<file path="config.mk">
export PLATFORM = sky130hd
export DESIGN_NAME = pipeline_control_unit_flat
export DESIGN_NICKNAME = d
export VERILOG_FILES = /design/src/rtl/pipeline_pkg.sv /design/src/rtl/pipeline_control_unit_if.sv /design/src/rtl/sat_counter.sv /design/src/rtl/pipeline_control_unit.sv /design/src/flat_wrapper.sv
export SDC_FILE = /design/constraint.sdc
export NUM_CORES = 1
export LEC_CHECK = 0
export BUFFER_PORTS_ARGS = -buffer_cell sky130_fd_sc_hd__clkbuf_2
export CAP_MARGIN = 20
export CORE_ASPECT_RATIO = 1.5
export CORE_MARGIN = 4
export CORE_UTILIZATION = 54
export DETAILED_ROUTE_END_ITERATION = 8
export GPL_TIMING_DRIVEN = 0
export HOLD_SLACK_MARGIN = 0.08
export MAX_ROUTING_LAYER = met4
export PLACE_DENSITY = 0.84
export SYNTH_ARGS = -nofsm -noshare
export SYNTH_HDL_FRONTEND = slang
export SYNTH_HIERARCHICAL = 1
export SYNTH_SLANG_ARGS = --single-unit
</file>
<file path="constraint.sdc">
create_clock -name clk -period 3.2 [get_ports clk]
set_input_delay 0.96 -clock clk [delete_from_list [all_inputs] [get_ports clk]]
set_output_delay 0.96 -clock clk [all_outputs]
set_load 0.1 [all_outputs]
</file>
<file path="src/rtl/pipeline_pkg.sv">
// Shared types and constants for the pipeline control unit.
// Stall request encodings come from the hazard unit; PC state covers multi-cycle holds.
package pipeline_pkg;

    typedef enum logic {
        RUN  = 1'b0,
        HOLD = 1'b1
    } pc_state_t;

    localparam logic [1:0] STALL_NONE = 2'd0;
    localparam logic [1:0] STALL_ONE  = 2'd1;
    localparam logic [1:0] STALL_TWO  = 2'd2;

endpackage

</file>
<file path="src/rtl/pipeline_control_unit_if.sv">
// Hazard-unit requests in, pipeline register controls and perf counters out.
// master = hazard side / observer, slave = pipeline_control_unit.
interface pipeline_control_unit_if #(
    parameter int CNT_WIDTH = 32
);
    logic [1:0]           stall_req;
    logic                 flush_req;
    logic                 mispredict;
    logic                 pc_write_en;
    logic                 if_id_write_en;
    logic                 if_id_flush;
    logic                 id_ex_bubble;
    logic                 stalling;
    logic [CNT_WIDTH-1:0] stall_cycles;
    logic [CNT_WIDTH-1:0] mispredict_count;

    modport master (
        output stall_req, flush_req, mispredict,
        input  pc_write_en, if_id_write_en, if_id_flush, id_ex_bubble,
               stalling, stall_cycles, mispredict_count
    );

    modport slave (
        input  stall_req, flush_req, mispredict,
        output pc_write_en, if_id_write_en, if_id_flush, id_ex_bubble,
               stalling, stall_cycles, mispredict_count
    );
endinterface

</file>
<file path="src/rtl/sat_counter.sv">
// Up-counter that sticks at all-ones instead of wrapping; synchronous clear wins.
module sat_counter #(
    parameter int WIDTH = 32
) (
    input  logic             clk,
    input  logic             clr,
    input  logic             inc,
    output logic [WIDTH-1:0] count
);
    localparam logic [WIDTH-1:0] ONE = WIDTH'(1);

    always_ff @(posedge clk) begin
        if (clr)
            count <= '0;
        else if (inc && (count != '1))
            count <= count + ONE;
    end
endmodule

</file>
<file path="src/rtl/pipeline_control_unit.sv">
// Turns hazard-unit stall/flush/mispredict requests into PC, IF/ID and ID/EX controls,
// stretching 2-cycle stalls through a HOLD state and counting stalls and mispredicts.
module pipeline_control_unit
    import pipeline_pkg::*;
#(
    parameter int CNT_WIDTH = 32
) (
    input  logic                    clk,
    input  logic                    rst,
    pipeline_control_unit_if.slave  bus
);
    pc_state_t  state, state_nx;
    logic       rem, rem_nx;
    logic [1:0] req_len;
    logic       stall_now;
    logic       accept_flush;

    assign req_len      = (bus.stall_req > STALL_TWO) ? STALL_TWO : bus.stall_req;
    assign stall_now    = (state == HOLD) || (req_len != STALL_NONE);
    assign accept_flush = bus.flush_req && !stall_now;

    always_ff @(posedge clk) begin
        if (rst) begin
            state <= RUN;
            rem   <= 1'b0;
        end else begin
            state <= state_nx;
            rem   <= rem_nx;
        end
    end

    // A fresh 2-cycle request during HOLD re-arms HOLD so the longest request wins.
    always_comb begin
        state_nx = state;
        rem_nx   = rem;
        case (state)
            RUN: begin
                if (req_len == STALL_TWO) begin
                    state_nx = HOLD;
                    rem_nx   = 1'b0;
                end
            end
            HOLD: begin
                if (rem || (req_len == STALL_TWO)) begin
                    state_nx = HOLD;
                    rem_nx   = 1'b0;
                end else begin
                    state_nx = RUN;
                end
            end
            default: state_nx = RUN;
        endcase
    end

    // Flush is masked while stalling: branch resolution in ID would see stale operands.
    always_comb begin
        bus.pc_write_en    = 1'b1;
        bus.if_id_write_en = 1'b1;
        bus.if_id_flush    = 1'b0;
        bus.id_ex_bubble   = 1'b0;
        bus.stalling       = 1'b0;
        if (rst) begin
            bus.pc_write_en    = 1'b0;
            bus.if_id_write_en = 1'b0;
            bus.if_id_flush    = 1'b1;
            bus.id_ex_bubble   = 1'b1;
        end else if (stall_now) begin
            bus.pc_write_en    = 1'b0;
            bus.if_id_write_en = 1'b0;
            bus.id_ex_bubble   = 1'b1;
            bus.stalling       = 1'b1;
        end else if (accept_flush) begin
            bus.if_id_flush    = 1'b1;
        end
    end

    sat_counter #(.WIDTH(CNT_WIDTH)) u_stall_cnt (
        .clk   (clk),
        .clr   (rst),
        .inc   (stall_now),
        .count (bus.stall_cycles)
    );

    sat_counter #(.WIDTH(CNT_WIDTH)) u_mp_cnt (
        .clk   (clk),
        .clr   (rst),
        .inc   (bus.mispredict && !stall_now),
        .count (bus.mispredict_count)
    );
endmodule

</file>
<file path="src/flat_wrapper.sv">
// flat-port wrapper written by rule: the top's interface ports become plain ports
module pipeline_control_unit_flat import pipeline_pkg::*;
#(
    parameter int CNT_WIDTH = 32
)
  (clk, rst, bus_stall_req, bus_flush_req, bus_mispredict, bus_pc_write_en, bus_if_id_write_en, bus_if_id_flush, bus_id_ex_bubble, bus_stalling, bus_stall_cycles, bus_mispredict_count);
  pipeline_control_unit_if #(.CNT_WIDTH(CNT_WIDTH)) bus_i ();
  input  logic clk;
  input  logic rst;
  input wire logic [$bits(bus_i.stall_req)-1:0] bus_stall_req;
  input wire logic [$bits(bus_i.flush_req)-1:0] bus_flush_req;
  input wire logic [$bits(bus_i.mispredict)-1:0] bus_mispredict;
  output wire logic [$bits(bus_i.pc_write_en)-1:0] bus_pc_write_en;
  output wire logic [$bits(bus_i.if_id_write_en)-1:0] bus_if_id_write_en;
  output wire logic [$bits(bus_i.if_id_flush)-1:0] bus_if_id_flush;
  output wire logic [$bits(bus_i.id_ex_bubble)-1:0] bus_id_ex_bubble;
  output wire logic [$bits(bus_i.stalling)-1:0] bus_stalling;
  output wire logic [$bits(bus_i.stall_cycles)-1:0] bus_stall_cycles;
  output wire logic [$bits(bus_i.mispredict_count)-1:0] bus_mispredict_count;
  assign bus_i.stall_req = bus_stall_req;
  assign bus_i.flush_req = bus_flush_req;
  assign bus_i.mispredict = bus_mispredict;
  assign bus_pc_write_en = bus_i.pc_write_en;
  assign bus_if_id_write_en = bus_i.if_id_write_en;
  assign bus_if_id_flush = bus_i.if_id_flush;
  assign bus_id_ex_bubble = bus_i.id_ex_bubble;
  assign bus_stalling = bus_i.stalling;
  assign bus_stall_cycles = bus_i.stall_cycles;
  assign bus_mispredict_count = bus_i.mispredict_count;
  pipeline_control_unit #(.CNT_WIDTH(CNT_WIDTH)) u_core (.clk(clk), .rst(rst), .bus(bus_i));
endmodule
</file>
# == After elaboration in Yosys (flattened, before gate mapping) ==
# Index checks and enable logic that the tools add are counted.
# W data, S select, Z words.
# classes
reduce_logical,9
mux,15
add_sub_neg,2
n_bitwise,1
magnitude_cmp,1
eq_ne,5
# op_table
operator,n
$add A32 B1 Y32 const B,2
$ne A32 B32 Y1 const B,2
$mux W1,12
$logic_and A1 B1 Y1,4
$pmux W1 S2,2
$eq A2 B2 Y1 const B,1
$gt A2 B2 Y1 const B,1
$logic_or A1 B1 Y1,2
$mux W2,1
$ne A2 B1 Y1 const B,1
$ne A2 B2 Y1 const B,1
$reduce_and A2 Y1,1
$reduce_bool A2 Y1,1
$logic_not A1 Y1,1
$not A1 Y1,1
# word_totals
regBits,66
wordCells,37
output_inout_bits,69
input_bits,6

# == Longest topological paths before layout ==
# logic_depth
ltp_word,9
depth_mapped,8
depth_no_buf,7

# == Cells and area by module ==
# Netlist, hierarchy kept.
# by_module_without_submodules
mod,seq_area_each_um2,area_each_um2,n_inst,cells_each
sat_counter,640.6,1674.1,2,199
pipeline_control_unit,20.0,81.3,1,10

# == Worst setup path before layout ==
# No wires, ideal clock.
# synth_timing
path_type,input to output
startpoint,input port bus_stall_req[1]
endpoint,output port bus_id_ex_bubble
t_required_ns,2.240
path_buffers,0
arrival_time_ns,3.896
slack_ns,-1.656
stages,2
cell_sequence,nor4_2 -> inv_1
# synth_via
elab_chain_cells,6
# synth_rtl
element,line_no,source
"start, declared",flat_wrapper.sv:10,input wire logic [$bits(bus_i.stall_req)-1:0] bus_stall_req;
$gt A2 B2 Y1,pipeline_control_unit.sv:18,assign req_len = (bus.stall_req > STALL_TWO) ? STALL_TWO : bus.stall_req;
$mux W2 (*),pipeline_control_unit.sv:18,
$reduce_bool A2 Y1 (*),pipeline_control_unit.sv:19,assign stall_now = (state == HOLD) || (req_len != STALL_NONE);
$logic_or A1 B1 Y1 (*),pipeline_control_unit.sv:19,
$mux W1 (*),pipeline_control_unit.sv:67,end else if (stall_now) begin
$mux W1 (*),pipeline_control_unit.sv:62,if (rst) begin
"end, declared",flat_wrapper.sv:16,output wire logic [$bits(bus_i.id_ex_bubble)-1:0] bus_id_ex_bubble;
# Every way passes the cells marked *; elsewhere a longest branch is shown, timed or not.

# == Final worst setup path ==
# layout_timing
startpoint,input port bus_stall_req[0]
endpoint,output port bus_if_id_flush
# layout_via
elab_chain_cells,9
# layout_rtl
element,line_no,source
$gt A2 B2 Y1,pipeline_control_unit.sv:18,
$mux W2 (*),pipeline_control_unit.sv:18,
$reduce_bool A2 Y1 (*),pipeline_control_unit.sv:19,
$logic_or A1 B1 Y1 (*),pipeline_control_unit.sv:19,
$logic_not A1 Y1,pipeline_control_unit.sv:20,assign accept_flush = bus.flush_req && !stall_now;
$logic_and A1 B1 Y1,pipeline_control_unit.sv:20,
$mux W1,pipeline_control_unit.sv:72,end else if (accept_flush) begin
$mux W1 (*),pipeline_control_unit.sv:67,
$mux W1 (*),pipeline_control_unit.sv:62,
"end, declared",flat_wrapper.sv:15,output wire logic [$bits(bus_i.if_id_flush)-1:0] bus_if_id_flush;
# Marks and branches as above.

==> key figures <==
Critical path
  • Setup CP Type: primary input to output port
  • Startpoint types: primary input
  • Worst Path Required: 2240 ps
  • Crit end category: output port
  • CP arrival: roughly 2000 ps
  • Max Fanout on Critical Path: 4

STA
  • Slew Viols, Final: 0
  • Normalized max-slew margin: 0.474
  • RSZ-0062 raised after global routing: false
  • Fin. Hold Viols: 0
  • Post-route setup slack: around 210 ps
  • Final Cycle Share: 0.934
  • Worst Tran Pin Value: 782 ps
  • WHS: 510 ps
  • Clk_skew: between 10 and 15 ps
  • Max frequency: roughly 330 MHz
  • Final Setup Violations: 0
  • Minimum clock period: approximately 3000 ps

Placement
  • I/O Buffers: 74
  • Place WS: -447 ps
  • Routability Congestion: 0.936
  • Final HPWL DP: between 7000 and 8000 um

Logic synthesis
  • Post-synth EDFFs: 0
  • Post-synth top flop: dfxtp_1
  • Leading post-synthesis cells by cell area: dfxtp_1 (38%), a21oi_1 (6.4%), o31ai_1 (5.3%)
  • Mapped cell area: 3430 um2
  • Seq/Total Area, Yosys: 0.379
  • Post-synth top area share: 0.379
  • Syn nets: 416
  • Synthesized area per cell: 8.41 um2
  • Post-synth top area cell: dfxtp_1
  • Synth Instances: between 400 and 500
  • Synth warn: 6
  • Async S/R FF share, synth: 0
  • Post-synth top cells: dfxtp_1 (65), a21oi_1 (44), nor2_1 (29)
  • Yosys reg bits: 65
  • Synth unique cells: 41
  • Most frequent cell after synthesis: dfxtp_1

Die
  • Die height: around 110 um
  • Core Box Area: between 6000 and 7000 um2
  • DIE WIDTH: around 73 um
  • Overall die area: 7720 um2
  • IO Count: 75
  • Initial Utilization: 0.555
  • FP Rows: 35

Routing
  • DRC violations left: 0
  • Initial drt markers: 244
  • Routed WL: between 9000 and 10000 um
  • Vias: between 3000 and 4000
  • Wire per inst: 17.1 um
  • Drt pass-1 iters: 5
  • Via density: between 6 and 7
  • Post-route ant nets: 0

Pwr
  • Sw Pwr: approximately 0.4 mW
  • Power density cells: around 380 nW/um2
  • Clock power frac: 0.398
  • Switching power share of the total: 0.262
  • Internal Power: roughly 1.1 mW
  • Gate power share: 0.074
  • Register share of total power: 0.528
  • Static leakage: 1.45 nW
  • Peak supply drop: between 0.2 and 0.25 mV

Outcome
  • Outcome: complete, no violations

Finish
  • Layout cells sized above 1: 0.231
  • Nets@finish: approximately 500
  • Inserted Diodes: 0
  • Finished Core Util: 0.664
  • Syn-to-layout area delta: 19.5%

Clock tree
  • CTS Buf Count: 9
  • Clock Path Buffers: 2
  • Clock tree from TritonCTS: yes
  • Worst-path clk slew: about 60 ps
  • Clock latency on the worst-skew pair: 340 ps
  • CTS Sinks: between 60 and 70
  • CTS Root Cell: clkbuf_8
  • H-Tree Depth: 3

Hold path
  • Hold Path Class: flop to flop

Global routing
  • First-pass GRT wire length: around 16000 um
  • Antenna violations before repair: 0
  • Vias in the first global route: 3614
  • Overflow after GRT: 0
  • Pin count of the biggest net entering global routing: 11
  • GRT Overall Usage: 0.267

Run
  • Max-cap viol count: 0
## per-layer routing
| layer | up-vias | global-route usage | routed length, um |
|---|---|---|---|
| met5 | - | - | 0 |
| met4 | 0 | 0.150 | 427 |
| met3 | 45 | 0.0439 | 591 |
| met2 | 176 | 0.459 | 5110 |
| met1 | 1722 | 0.280 | 3660 |
| li1 | 1736 | - | - |
## path summary, 6_finish.rpt
path,slack (ps),cells after the start,endpoint,from
setup / recovery,210,4,bus_if_id_flush,bus_stall_req[0]
hold / removal,510,2,u_core/u_stall_cnt/count[23],u_core/u_stall_cnt/count[23]
setup reg to reg,520,7,u_core/u_stall_cnt/count[21],u_core/u_stall_cnt/count[13]
hold reg to reg,510,2,u_core/u_stall_cnt/count[23],u_core/u_stall_cnt/count[23]
## power by group through the flow
stage               registers [mW]  logic (mW)  clock network, mW
global route                 0.823       0.122              0.662
global placement             0.840       0.112                  0
floorplan                    0.875      0.0554                  0
finish                       0.822       0.115              0.619
detailed placement           0.840       0.115                  0
CTS                          0.822       0.115              0.628
## final cells by class
| type | instances | area (um2) |
|---|---|---|
| Multi-Input combinational cell | 314 | 2040 |
| Clock inverter | 3 | 17.5 |
| Clock buffer | 11 | 151 |
| Tap cell | 74 | 92.6 |
| Sequential cell | 65 | 1300 |
| Timing Repair Buffer | 75 | 378 |
| Buffer | 23 | 97.6 |
| Fill cell | 527 | 2080 |
| Inverter | 6 | 22.5 |
## layout by cell type, fill, tap and decap left out, drive strengths merged, types with 3 or more instances in the layout
| cell | synthesis | final |
|---|---|---|
| nor3 | 5 | 5 |
| a21oi | 44 | 44 |
| xnor2 | 12 | 12 |
| and3 | 8 | 8 |
| and4 | 8 | 8 |
| nand2 | 20 | 20 |
| buf | 7 | 8 |
| dfxtp | 65 | 65 |
| mux2 | 4 | 4 |
| inv | 6 | 6 |
| nor2b | 5 | 5 |
| a21o | 3 | 3 |
| a2111oi | 4 | 4 |
| clkbuf | 16 | 101 |
| nor2 | 29 | 29 |
| o21ai | 16 | 16 |
| or4 | 24 | 24 |
| nor4 | 11 | 11 |
| nand3 | 28 | 28 |
| or3 | 22 | 22 |
| nand4 | 20 | 20 |
| and2 | 3 | 3 |
| o31ai | 24 | 24 |
| nor3b | 4 | 4 |
## sequential cells by signal, summed over array words and instances (netlist names)
signal and flops:
u_core/state 1, u_core/u_mp_cnt/count 32, u_core/u_stall_cnt/count 32
## worst max-delay path, cell delays in order
cell and delay, ps:
clkbuf_2 120, nor3_2 340, a21o_1 170, clkbuf_2 440
## through the flow
step | std cells | power [mW] | TNS [ps] | instance area (um2)
after floorplan | 408 | 0.930 | -980 | 3440
after global placement | 556 | 0.952 | -1740 | 3900
after detailed placement | 556 | 0.955 | -2250 | 3900
after CTS | 570 | 1.56 | 0 | 4080
after global routing | 571 | 1.61 | 0 | 4100
final | 571 | 1.56 | 0 | 4100
## timing repair
action,in CTS,in global routing
setup buffers,0,1
hold buffers,0,0
setup endpoints to repair,3,7
pin swaps,1,0
resized for setup,1,1
## cells by family (layout without fill, tap and decap cells)
| kind of cell | count (synthesis) | in the layout | synth area share |
|---|---|---|---|
| simple gates | 193 | 193 | 0.337 |
| compound gates | 99 | 99 | 0.186 |
| flops | 65 | 65 | 0.379 |
| buf+inv | 29 | 118 | 0.0350 |
| mux | 6 | 6 | 0.0190 |
| fa+ha+maj | 2 | 2 | 0.00730 |
| xor+xnor | 14 | 14 | 0.0358 |
Power figures use the tool's default switching activity.
